### src/rtl/traceback_mem.sv
// Viterbi survivor traceback memory.
// Collects one survivor stage per accepted input (each stage holds, for every
// trellis state, the index of its predecessor), then walks the trellis
// backwards from a supplied start state, emitting one decoded bit per
// accepted output transfer, newest stage first.
module traceback_mem #(
  parameter  int K      = 3,
  parameter  int DEPTH  = 8,
  localparam int ST_W   = K - 1,
  localparam int NUM_ST = 1 << (K - 1),
  localparam int IW     = $clog2(DEPTH)
) (
  input  logic                   clk,
  input  logic                   rst,
  input  logic                   in_valid,
  output logic                   in_ready,
  input  logic [NUM_ST*ST_W-1:0] in_surv,
  input  logic [ST_W-1:0]        start_st,
  input  logic                   flush,
  output logic                   out_valid,
  input  logic                   out_ready,
  output logic                   out_bit,
  output logic [IW-1:0]          out_idx,
  output logic                   out_last,
  output logic                   busy
);

  typedef enum logic {
    FILL,
    TRACE
  } state_t;

  localparam logic [IW:0] CNT_LAST = (IW + 1)'(DEPTH - 1);

  state_t                  state;
  state_t                  state_nxt;
  logic [IW:0]             cnt;
  logic [IW-1:0]           rd_ptr;
  logic [ST_W-1:0]         cur_st;
  logic [NUM_ST*ST_W-1:0]  mem [DEPTH];
  logic [NUM_ST*ST_W-1:0]  rd_word;
  logic [ST_W-1:0]         pred;
  logic                    wr_en;
  logic                    out_fire;

  assign wr_en    = (state == FILL) && in_valid;
  assign out_fire = (state == TRACE) && out_ready;

  // Survivor storage: written only while filling, never reset.
  always_ff @(posedge clk) begin
    if (wr_en) begin
      mem[cnt[IW-1:0]] <= in_surv;
    end
  end

  // Predecessor lookup: select the slice of the current stage owned by cur_st.
  always_comb begin
    rd_word = mem[rd_ptr];
    pred    = '0;
    for (int unsigned j = 0; j < NUM_ST; j++) begin
      if (cur_st == ST_W'(j)) begin
        pred = rd_word[j*ST_W +: ST_W];
      end
    end
  end

  // FSM state register.
  always_ff @(posedge clk) begin
    if (!rst) begin
      state <= FILL;
    end else begin
      state <= state_nxt;
    end
  end

  // FSM next state: full window or a flush on a non-empty window starts traceback.
  always_comb begin
    state_nxt = state;
    case (state)
      FILL: begin
        if (in_valid && (cnt == CNT_LAST)) begin
          state_nxt = TRACE;
        end else if (flush && (in_valid || (cnt != '0))) begin
          state_nxt = TRACE;
        end
      end
      TRACE: begin
        if (out_ready && (rd_ptr == '0)) begin
          state_nxt = FILL;
        end
      end
      default: state_nxt = FILL;
    endcase
  end

  // Datapath: fill counter, read pointer and traceback state.
  // On entry to TRACE the newest valid entry is cnt-1 before the write, or
  // cnt itself when a stage is written on the same edge; both the full-window
  // case and flush-with-write collapse onto the second form.
  always_ff @(posedge clk) begin
    if (!rst) begin
      cnt    <= '0;
      rd_ptr <= '0;
      cur_st <= '0;
    end else begin
      if (wr_en) begin
        cnt <= cnt + (IW + 1)'(1);
      end
      if ((state == FILL) && (state_nxt == TRACE)) begin
        cur_st <= start_st;
        rd_ptr <= in_valid ? cnt[IW-1:0] : (cnt[IW-1:0] - IW'(1));
      end
      if (out_fire) begin
        cur_st <= pred;
        if (rd_ptr == '0) begin
          cnt <= '0;
        end else begin
          rd_ptr <= rd_ptr - IW'(1);
        end
      end
    end
  end

  assign in_ready  = (state == FILL);
  assign out_valid = (state == TRACE);
  assign busy      = (state == TRACE);
  assign out_bit   = cur_st[ST_W-1];
  assign out_idx   = rd_ptr;
  assign out_last  = (state == TRACE) && (rd_ptr == '0);

endmodule

### config.mk
export PLATFORM = sky130hd
export DESIGN_NAME = traceback_mem
export DESIGN_NICKNAME = d
export VERILOG_FILES = /design/src/rtl/traceback_mem.sv
export SDC_FILE = /design/constraint.sdc
export NUM_CORES = 1
export LEC_CHECK = 0
export ABC_AREA = 1
export ABC_CLOCK_PERIOD_IN_PS = 2000
export CORE_ASPECT_RATIO = 0.9
export CORE_UTILIZATION = 52
export CTS_BUF_LIST = sky130_fd_sc_hd__clkbuf_8
export CTS_CLUSTER_SIZE = 40
export DETAILED_ROUTE_END_ITERATION = 12
export HOLD_SLACK_MARGIN = 0.02
export PLACE_DENSITY = 0.72
export SLEW_MARGIN = 20
export SYNTH_ARGS = -nofsm -noshare
export SYNTH_HDL_FRONTEND = slang
export SYNTH_SLANG_ARGS = --single-unit
export TNS_END_PERCENT = 100
### constraint.sdc
create_clock -name clk -period 2 [get_ports clk]
set_clock_uncertainty 0.1 [all_clocks]
set_input_delay 0.2 -clock clk [delete_from_list [all_inputs] [get_ports clk]]
set_output_delay 0.2 -clock clk [all_outputs]
set_load 0.02 [all_outputs]
* Word-level counts from Yosys, hierarchy flattened
Memories as Yosys holds them, arrays and structs flattened. A register that Yosys moved wholly into a read port is not among the register bits. Index checks and enable logic that the tools add are counted. W data, S select, Z words.
Operators by class: add/subtract/negate cells 3, muxes and demuxes 20, equality and inequality tests 4, bitwise logic cells 1, reduce and logical (&&, ||, !) cells 12
Operators by type and width (count):
- $mux W3 | 5
- $mux W2 | 6
- $mux W4 | 3
- $logic_and A1 B1 Y1 | 7
- $sub A3 B1 Y3 const B | 2
- $mux W1 | 5
- $add A4 B1 Y4 const B | 1
- $eq A2 B2 Y1 const B | 2
- $eq A4 B3 Y1 const B | 1
- $reduce_bool A4 Y1 | 1
- $logic_not A3 Y1 | 1
- $eq A2 B1 Y1 const B | 1
- $logic_not A2 Y1 | 1
- $pmux W1 S2 | 1
- $reduce_bool A2 Y1 | 1
- $logic_or A1 B1 Y1 | 1
- $not A1 Y1 | 1
Word-level totals: output and inout bits 8, input port bits 15, memories kept 1, bits in writable memories 64, register bits 10
Memories:
- mem | depth 8, bits a word 8, rd ports 1, clocked after memory_dff 1, write ports 1, line 40 | logic [NUM_ST*ST_W-1:0] mem [DEPTH];

* Longest topological paths before layout
Gate-level depths: netlist of run 1.
word-level depth 11, mapped depth 10

* Worst setup path after synthesis of run 1
No wires, ideal clock.
path type reg2reg, start reg rd_ptr[0], in the netlist out_idx[0], end reg rd_ptr[0], in the netlist out_idx[0], path buffers 1, clock period less this slack 1.616 ns, setup slack 0.384 ns, setup time 0.116 ns, data arrival time 1.400 ns, cell stages (with the launch flop) 10, cell sequence dfxtp_1 > inv_2 > buf_2 > ha_1 > nand2_1 > nand2_1 > inv_1 > nand2_1 > o211ai_1 > inv_1
On the way: cells in the longest elaborated chain, start to end 8, elaborated cells on any way between the ends 9
RTL lines:
- from (decl) | line 38 | logic [IW-1:0] rd_ptr;
- from (signal assigned) | line 111 | rd_ptr <= in_valid ? cnt[IW-1:0] : (cnt[IW-1:0] - IW'(1));
- from (signal assigned) | line 118 | rd_ptr <= rd_ptr - IW'(1);
- $logic_not A3 Y1 | line 88, 115
- $logic_and A1 B1 Y1 | line 88 | if (out_ready && (rd_ptr == '0)) begin
- $mux W1 | line 88
- $pmux W1 S2 | line 79 | case (state)
- $logic_and A1 B1 Y1 | line 109 | if ((state == FILL) && (state_nxt == TRACE)) begin
- $mux W3 | line 109
- $mux W3 | line 115 | if (rd_ptr == '0) begin
- $mux W3 (*) | line 113 | if (out_fire) begin
Every way passes the cells marked *; elsewhere a longest branch is shown, timed or not. A chain may end at the register's enable or synchronous reset.

* Worst setup path after layout of run 1
start reg rd_ptr[1], in the netlist out_idx[1], end out out_idx[1]
RTL lines:
- to (decl) | line 23 | output logic [IW-1:0] out_idx,
No word-level cell between the ends.

==> results.yml, run 1 <==
floorplanning:
  dieArea_sq_um: 6700
  die_w_um: 86.2
  placementRows: 27
  coreArea_sq_um: 6150
  die_h_um: 77.8
  start_util_pct: 54.0
  io_pins: 23
worst_hold_path:
  hold_class: "input pin to flip-flop"
cts:
  htreeDepth: 3
  insertion_delay_ns: 0.35
  clk_pin_slew_ns: 0.08
  numClockSinks: 74
  cts_buffers: 9
  cts_tree: "built"
  cts_root_buf: "clkbuf_8"
  clk_path_buf_depth: 2
grt:
  grt_use_total_pct: 23.8
  antenna_found_initial: 0
  grt_max_degree: 38
  gr-total-overflow: 0
  grt_pass1_wl_um: 11400
  grt_pass1_vias: 2145
sta:
  worst_pin_slew_ns: 0.418
  rsz0062_at_grt: "false"
  hold_slack_ns: 0.451
  min_period_ns: 1.87
  period_share_pct: 93.3
  setup_viol: 0
  tns_ns: 0
  hold_violations: 0
  maxSlewHeadroom_pct: 72.1
  finalWorstSetupSlack_ns: 0.134
  fmax_ghz: 0.536
  finalMaxSlewViolations: 0
yosys:
  ys_async_sr_fraction_pct: 0
  synth-main-ff-cell: "edfxtp_1"
  synthMostInstantiatedCell: "nand2_1"
  synth_area_sq_um: 3320
  synth_top_area_cell: "edfxtp_1"
  netlist.area_leader.share_pct: 57.9
  ys_top_cells_by_area: "edfxtp_1, nand2_1, nand3_1"
  ys_ff_latch: 74
  synth_edf_count: 64
  synth.distinct_cells: 23
  synthCells: 336
  synthTopCellsByCount: "nand2_1, edfxtp_1, inv_1"
  ys_warn_count: 0
  synth_nets: 356
  postSynthAreaPerCell_sq_um: 9.88
  yosysSeqAreaShare_pct: 64.0
route:
  top_layer_used: "met4"
  drt_iter0_drc: 235
  wire_per_inst_um: 15.6
  met3_length_um: 392
  drc: 0
  via_per_inst: 5.07
  drt-pass1-iter-count: 5
  wl_met1_um: 3490
  vias: 2358
  finalWirelength_um: 7270
  ant_nets: 0
  dr_wl_met2_um: 3320
placed_design:
  port_buffers: 22
  place_congestion: 0.839
  place_ws_ns: 0.0804
  dpl_cell_area_sq_um: 3700
  dp_hpwl_um: 4910
flow_run:
  cap_violations: 0
power:
  vdd_drop_max_v: 0.000479
  p_per_area_nw_per_um2: 946
  leakage_nw: 1.63
critical_path:
  start_kind: "flip-flop"
  cp.arrival_ns: 1.57
  path_cells: "buf_4 -> clkdlybuf4s50_1"
  critPathMaxFanout: 15
  cp_num_buf_inv: 2
  crit_path_end_kind: "primary output"
  path_class: "flip-flop to primary output"
  cpMaxStageDelayCell: "clkdlybuf4s50_1"
  max_stage_delay_ns: 0.63
  timing.reg2reg.setup_slack_ns: 0.26
  required_ns: 1.70
  critPathTopFamily: "buffers and inverters"
finish:
  area_growth_pct: 19.1
  drive_gt1_share_pct: 9.52
  fin_nets: 393
  final_cell_area_sq_um: 3950
  fillerInstances: 506
  diodes: 0
run_status:
  status: "completed"
path summary, 6_finish.rpt:
| kind | start | end | cells after the start |
|---|---|---|---|
| hold reg to reg | cnt[0]$_SDFF_PN0_ | cnt[0]$_SDFF_PN0_ | 2 |
| hold / removal | rst | out_idx[2]$_SDFF_PN0_ | 3 |
| setup reg to reg | cnt[1]$_SDFF_PN0_ | cur_st[0]$_SDFFE_PN0P_ | 9 |
| setup / recovery | out_idx[1]$_SDFF_PN0_ | out_idx[1] | 2 |
where the power goes:
part,total [W],internal [W],switching (W)
Clock,0.00142,0.000841,0.000576
Combinational,0.000554,0.000203,0.000351
Sequential,0.00176,0.00173,0.0000347
what timing repair did:
action,4_1_cts,5_1_grt
gates resized for setup,1,0
setup buffers,0,0
hold buffers,0,0
endpoints found under the setup margin,1,0
worst reg2reg max path: stages (launching register included):
cell,delay [ns]
dfxtp_1,0.36
inv_1,0.15
ha_1,0.18
nand3_1,0.08
o21ai_1,0.11
nand2_1,0.09
nand2_1,0.17
nand2_1,0.13
o21ai_0,0.21
a21oi_1,0.06
through the flow:
stage | total power, W | util (%) | instances
global route | 0.00388 | 64.3 | 465
CTS | 0.00375 | 64.3 | 465
global placement | 0.00234 | 60.3 | 449
detailed placement | 0.00235 | 60.3 | 449
floorplan | 0.00213 | - | 336
finish | 0.00374 | 64.3 | 465
routing by layer:
metal  GRT usage (%)  vias up
met4            5.50        0
met1            34.9     1092
met5               0        -
met3            6.70        8
li1                -     1177
met2            35.0       81
layout make-up:
type	instances	area [sq um]	share of cell area, %
sequential	74	2120	53.7
multi-input combinational	200	937	23.7
timing repair buffer	37	344	8.71
inverter	51	191	4.84
clock buffer	9	124	3.13
clock inverter	7	124	3.13
tap	87	109	2.75
cells in the final DEF, fill, tap and decap left out:
master,count
nand2_1,95
edfxtp_1,64
inv_1,47
nand3_1,43
nor2_1,23
clkdlybuf4s50_1,21
buf_4,14
dfxtp_1,10
clkbuf_8,9
o21ai_1,7
a21oi_1,6
o211ai_1,6
ha_1,5
inv_2,4
xor2_1,4
o21ai_0,3
o21bai_1,3
inv_6,3
bufinv_16,3
nor2_2,1
a211oi_1,1
nand4_1,1
a31oi_1,1
o21a_1,1
clkinvlp_4,1
dlygate4sd2_1,1
buf_12,1
sequential cells by signal, indices dropped and copies added (netlist names):
| register | flops |
|---|---|
| busy | 1 |
| cnt | 4 |
| cur_st | 2 |
| mem | 64 |
| out_idx | 3 |
cells by family (layout without fill, tap and decap cells):
group,count (synthesis),count (layout),synth area share (%)
adder cells (fa/ha/maj),5,5,1.89
buffers and inverters,62,104,7.81
AND/OR/NAND/NOR,163,163,20.2
XOR/XNOR,4,4,1.06
AO/OA/AOI/OAI,28,28,5.09
flip-flops,74,74,64.0
(Power assumes the default switching activity.)
==> run 2, diff against run 1 <==
--- a/config.mk
+++ b/config.mk
@@ -13,7 +13,7 @@
 export CTS_CLUSTER_SIZE = 40
 export DETAILED_ROUTE_END_ITERATION = 12
 export HOLD_SLACK_MARGIN = 0.02
-export PLACE_DENSITY = 0.72
+export PLACE_DENSITY = 0.75
 export SLEW_MARGIN = 20
 export SYNTH_ARGS = -nofsm -noshare
 export SYNTH_HDL_FRONTEND = slang
==> run 2 against run 1 <==
Global-route usage up 0.47 points. Cell area decreased by 2.3%. Register-to-register slack got worse by 0.02 ns. Die area unchanged. Total power is 14% lower. Worst setup slack worse by 0.048 ns. Critical endpoint is now out_idx[0]. Highest routed layer unchanged.
==> results.yml, run 2 (synthesis gave the netlist of run 1 again) <==
cts:
  clk_path_buf_depth: 2
  insertion_delay_ns: 0.34
  htreeDepth: 3
  cts_buffers: 9
  cts_hold_buffers: 0
  cts_root_buf: "clkbuf_8"
  numClockSinks: 74
  cts_tree: "built"
  clk_pin_slew_ns: 0.07
power:
  vdd_drop_max_v: 0.000465
  p_per_area_nw_per_um2: 834
  leakage_nw: 1.60
worst_hold_path:
  hold_class: "flip-flop to flip-flop"
sta:
  finalWorstSetupSlack_ns: 0.0866
  setup_viol: 0
  finalMaxSlewViolations: 0
  hold_violations: 0
  maxSlewHeadroom_pct: 69.9
  worst_pin_slew_ns: 0.450
  tns_ns: 0
  min_period_ns: 1.91
  fmax_ghz: 0.523
  period_share_pct: 95.7
  rsz0062_at_grt: "false"
floorplanning:
  start_util_pct: 54.0
  placementRows: 27
  die_w_um: 86.2
  die_h_um: 77.8
  coreArea_sq_um: 6150
  dieArea_sq_um: 6700
  io_pins: 23
grt:
  grt_max_degree: 31
  grt_use_total_pct: 24.2
  grt_pass1_vias: 2233
  gr-total-overflow: 0
  grt_pass1_wl_um: 11600
  antenna_found_initial: 0
route:
  drc: 0
  via_per_inst: 5.10
  finalWirelength_um: 7360
  ant_nets: 0
  drt_iter0_drc: 288
  vias: 2359
  drt-pass1-iter-count: 5
  wire_per_inst_um: 15.9
finish:
  largest_reg_flops: 64
  final_cell_area_sq_um: 3860
  drive_gt1_share_pct: 8.24
  fillerInstances: 489
  mostFrequentLayoutCell: "nand2_1"
  diodes: 0
  fin_nets: 393
  multiInputGateArea_sq_um: 937
  area_growth_pct: 16.3
  ff_latch_area_sq_um: 2120
  final_cell_mix: "nand2_1, edfxtp_1, inv_1"
critical_path:
  path_class: "flip-flop to primary output"
  max_stage_delay_ns: 0.64
  cp_num_buf_inv: 2
  cp.arrival_ns: 1.61
  cpMaxStageDelayCell: "clkdlybuf4s50_1"
  critPathMaxFanout: 30
  critPathTopFamily: "buffers and inverters"
  path_cells: "buf_6 -> clkdlybuf4s50_1"
  start_kind: "flip-flop"
  crit_path_end_kind: "primary output"
  required_ns: 1.70
placed_design:
  port_buffers: 22
  dp_hpwl_um: 5090
  place_congestion: 0.897
  place_ws_ns: 0.0528
  dpl_cell_area_sq_um: 3700
run_status:
  status: "completed"
flow_run:
  cap_violations: 0
[run 2: cell types whose count changed in the layout (fill, tap and decap cells not counted), sizes merged]
cell and change:
bufinv -3, clkinv +4, dlygate4sd2 -1, dlymetal6s2s +1, inv -3
[run 2: worst paths after layout]
kind                    startpoint                      to  slack [ns]  depth (start not counted)
max reg2reg      cnt[1]$_SDFF_PN0_  cur_st[1]$_SDFFE_PN0P_        0.24                          9
min              cnt[0]$_SDFF_PN0_       cnt[0]$_SDFF_PN0_        0.46                          2
max          out_idx[0]$_SDFF_PN0_              out_idx[0]        0.09                          2
min reg2reg      cnt[0]$_SDFF_PN0_       cnt[0]$_SDFF_PN0_        0.46                          2
[run 2: power breakdown]
part / total (W) / leakage [nW] / switching (W) / internal (W)
clock network: 0.000903 / 0.0735 / 0.000483 / 0.000421
registers: 0.00177 / 0.662 / 0.0000347 / 0.00173
logic: 0.000550 / 0.860 / 0.000352 / 0.000198
[run 2: layout make-up]
cell class	count	area share (%)
clock buffer	9	3.21
timing repair buffer	37	9.11
sequential	74	55.0
multi-input combinational	200	24.3
inverter	51	4.96
tap	87	2.82
clock inverter	5	0.616
[run 2: stage by stage]
stage | hold WS [ns] | utilization (%) | total power [W] | std cells
global placement | 0.436 | 60.3 | 0.00233 | 449
global route | 0.475 | 62.8 | 0.00334 | 463
CTS | 0.456 | 62.7 | 0.00323 | 463
detailed placement | 0.431 | 60.3 | 0.00234 | 449
finish | 0.460 | 62.8 | 0.00322 | 463
floorplan | 0.199 | - | 0.00213 | 336
[run 2: repair_timing]
item                                   in CTS  in global routing
gates resized for setup                     0                  2
endpoints found under the hold margin       0                  0
setup endpoints to repair                   0                  2
setup buffers                               0                  0
[run 2: routing by layer]
metal | global-route usage, % | part of all wire (%)
met5 | 0 | 0
met4 | 10.8 | 1.9
met3 | 4.26 | 7.5
met2 | 35.8 | 45
met1 | 35.1 | 46
[run 2: worst register-to-register path, cell delays in order, from the launching register on]
cell     delay [ns]
dfxtp_1        0.35
inv_1          0.16
ha_1           0.17
nand3_1        0.08
o21ai_1        0.11
nand2_1        0.09
nand2_1        0.17
nand2_1        0.14
o21ai_0        0.21
a21oi_1        0.06
==> run 3, diff against run 2 <==
--- a/config.mk
+++ b/config.mk
@@ -10,6 +10,7 @@
 export CORE_ASPECT_RATIO = 0.9
 export CORE_UTILIZATION = 52
 export CTS_BUF_LIST = sky130_fd_sc_hd__clkbuf_8
+export CTS_CLUSTER_DIAMETER = 80
 export CTS_CLUSTER_SIZE = 40
 export DETAILED_ROUTE_END_ITERATION = 12
 export HOLD_SLACK_MARGIN = 0.02
==> results of run 3 <==
Same layout as run 2: the final DEF is identical, and so are final timing and power.
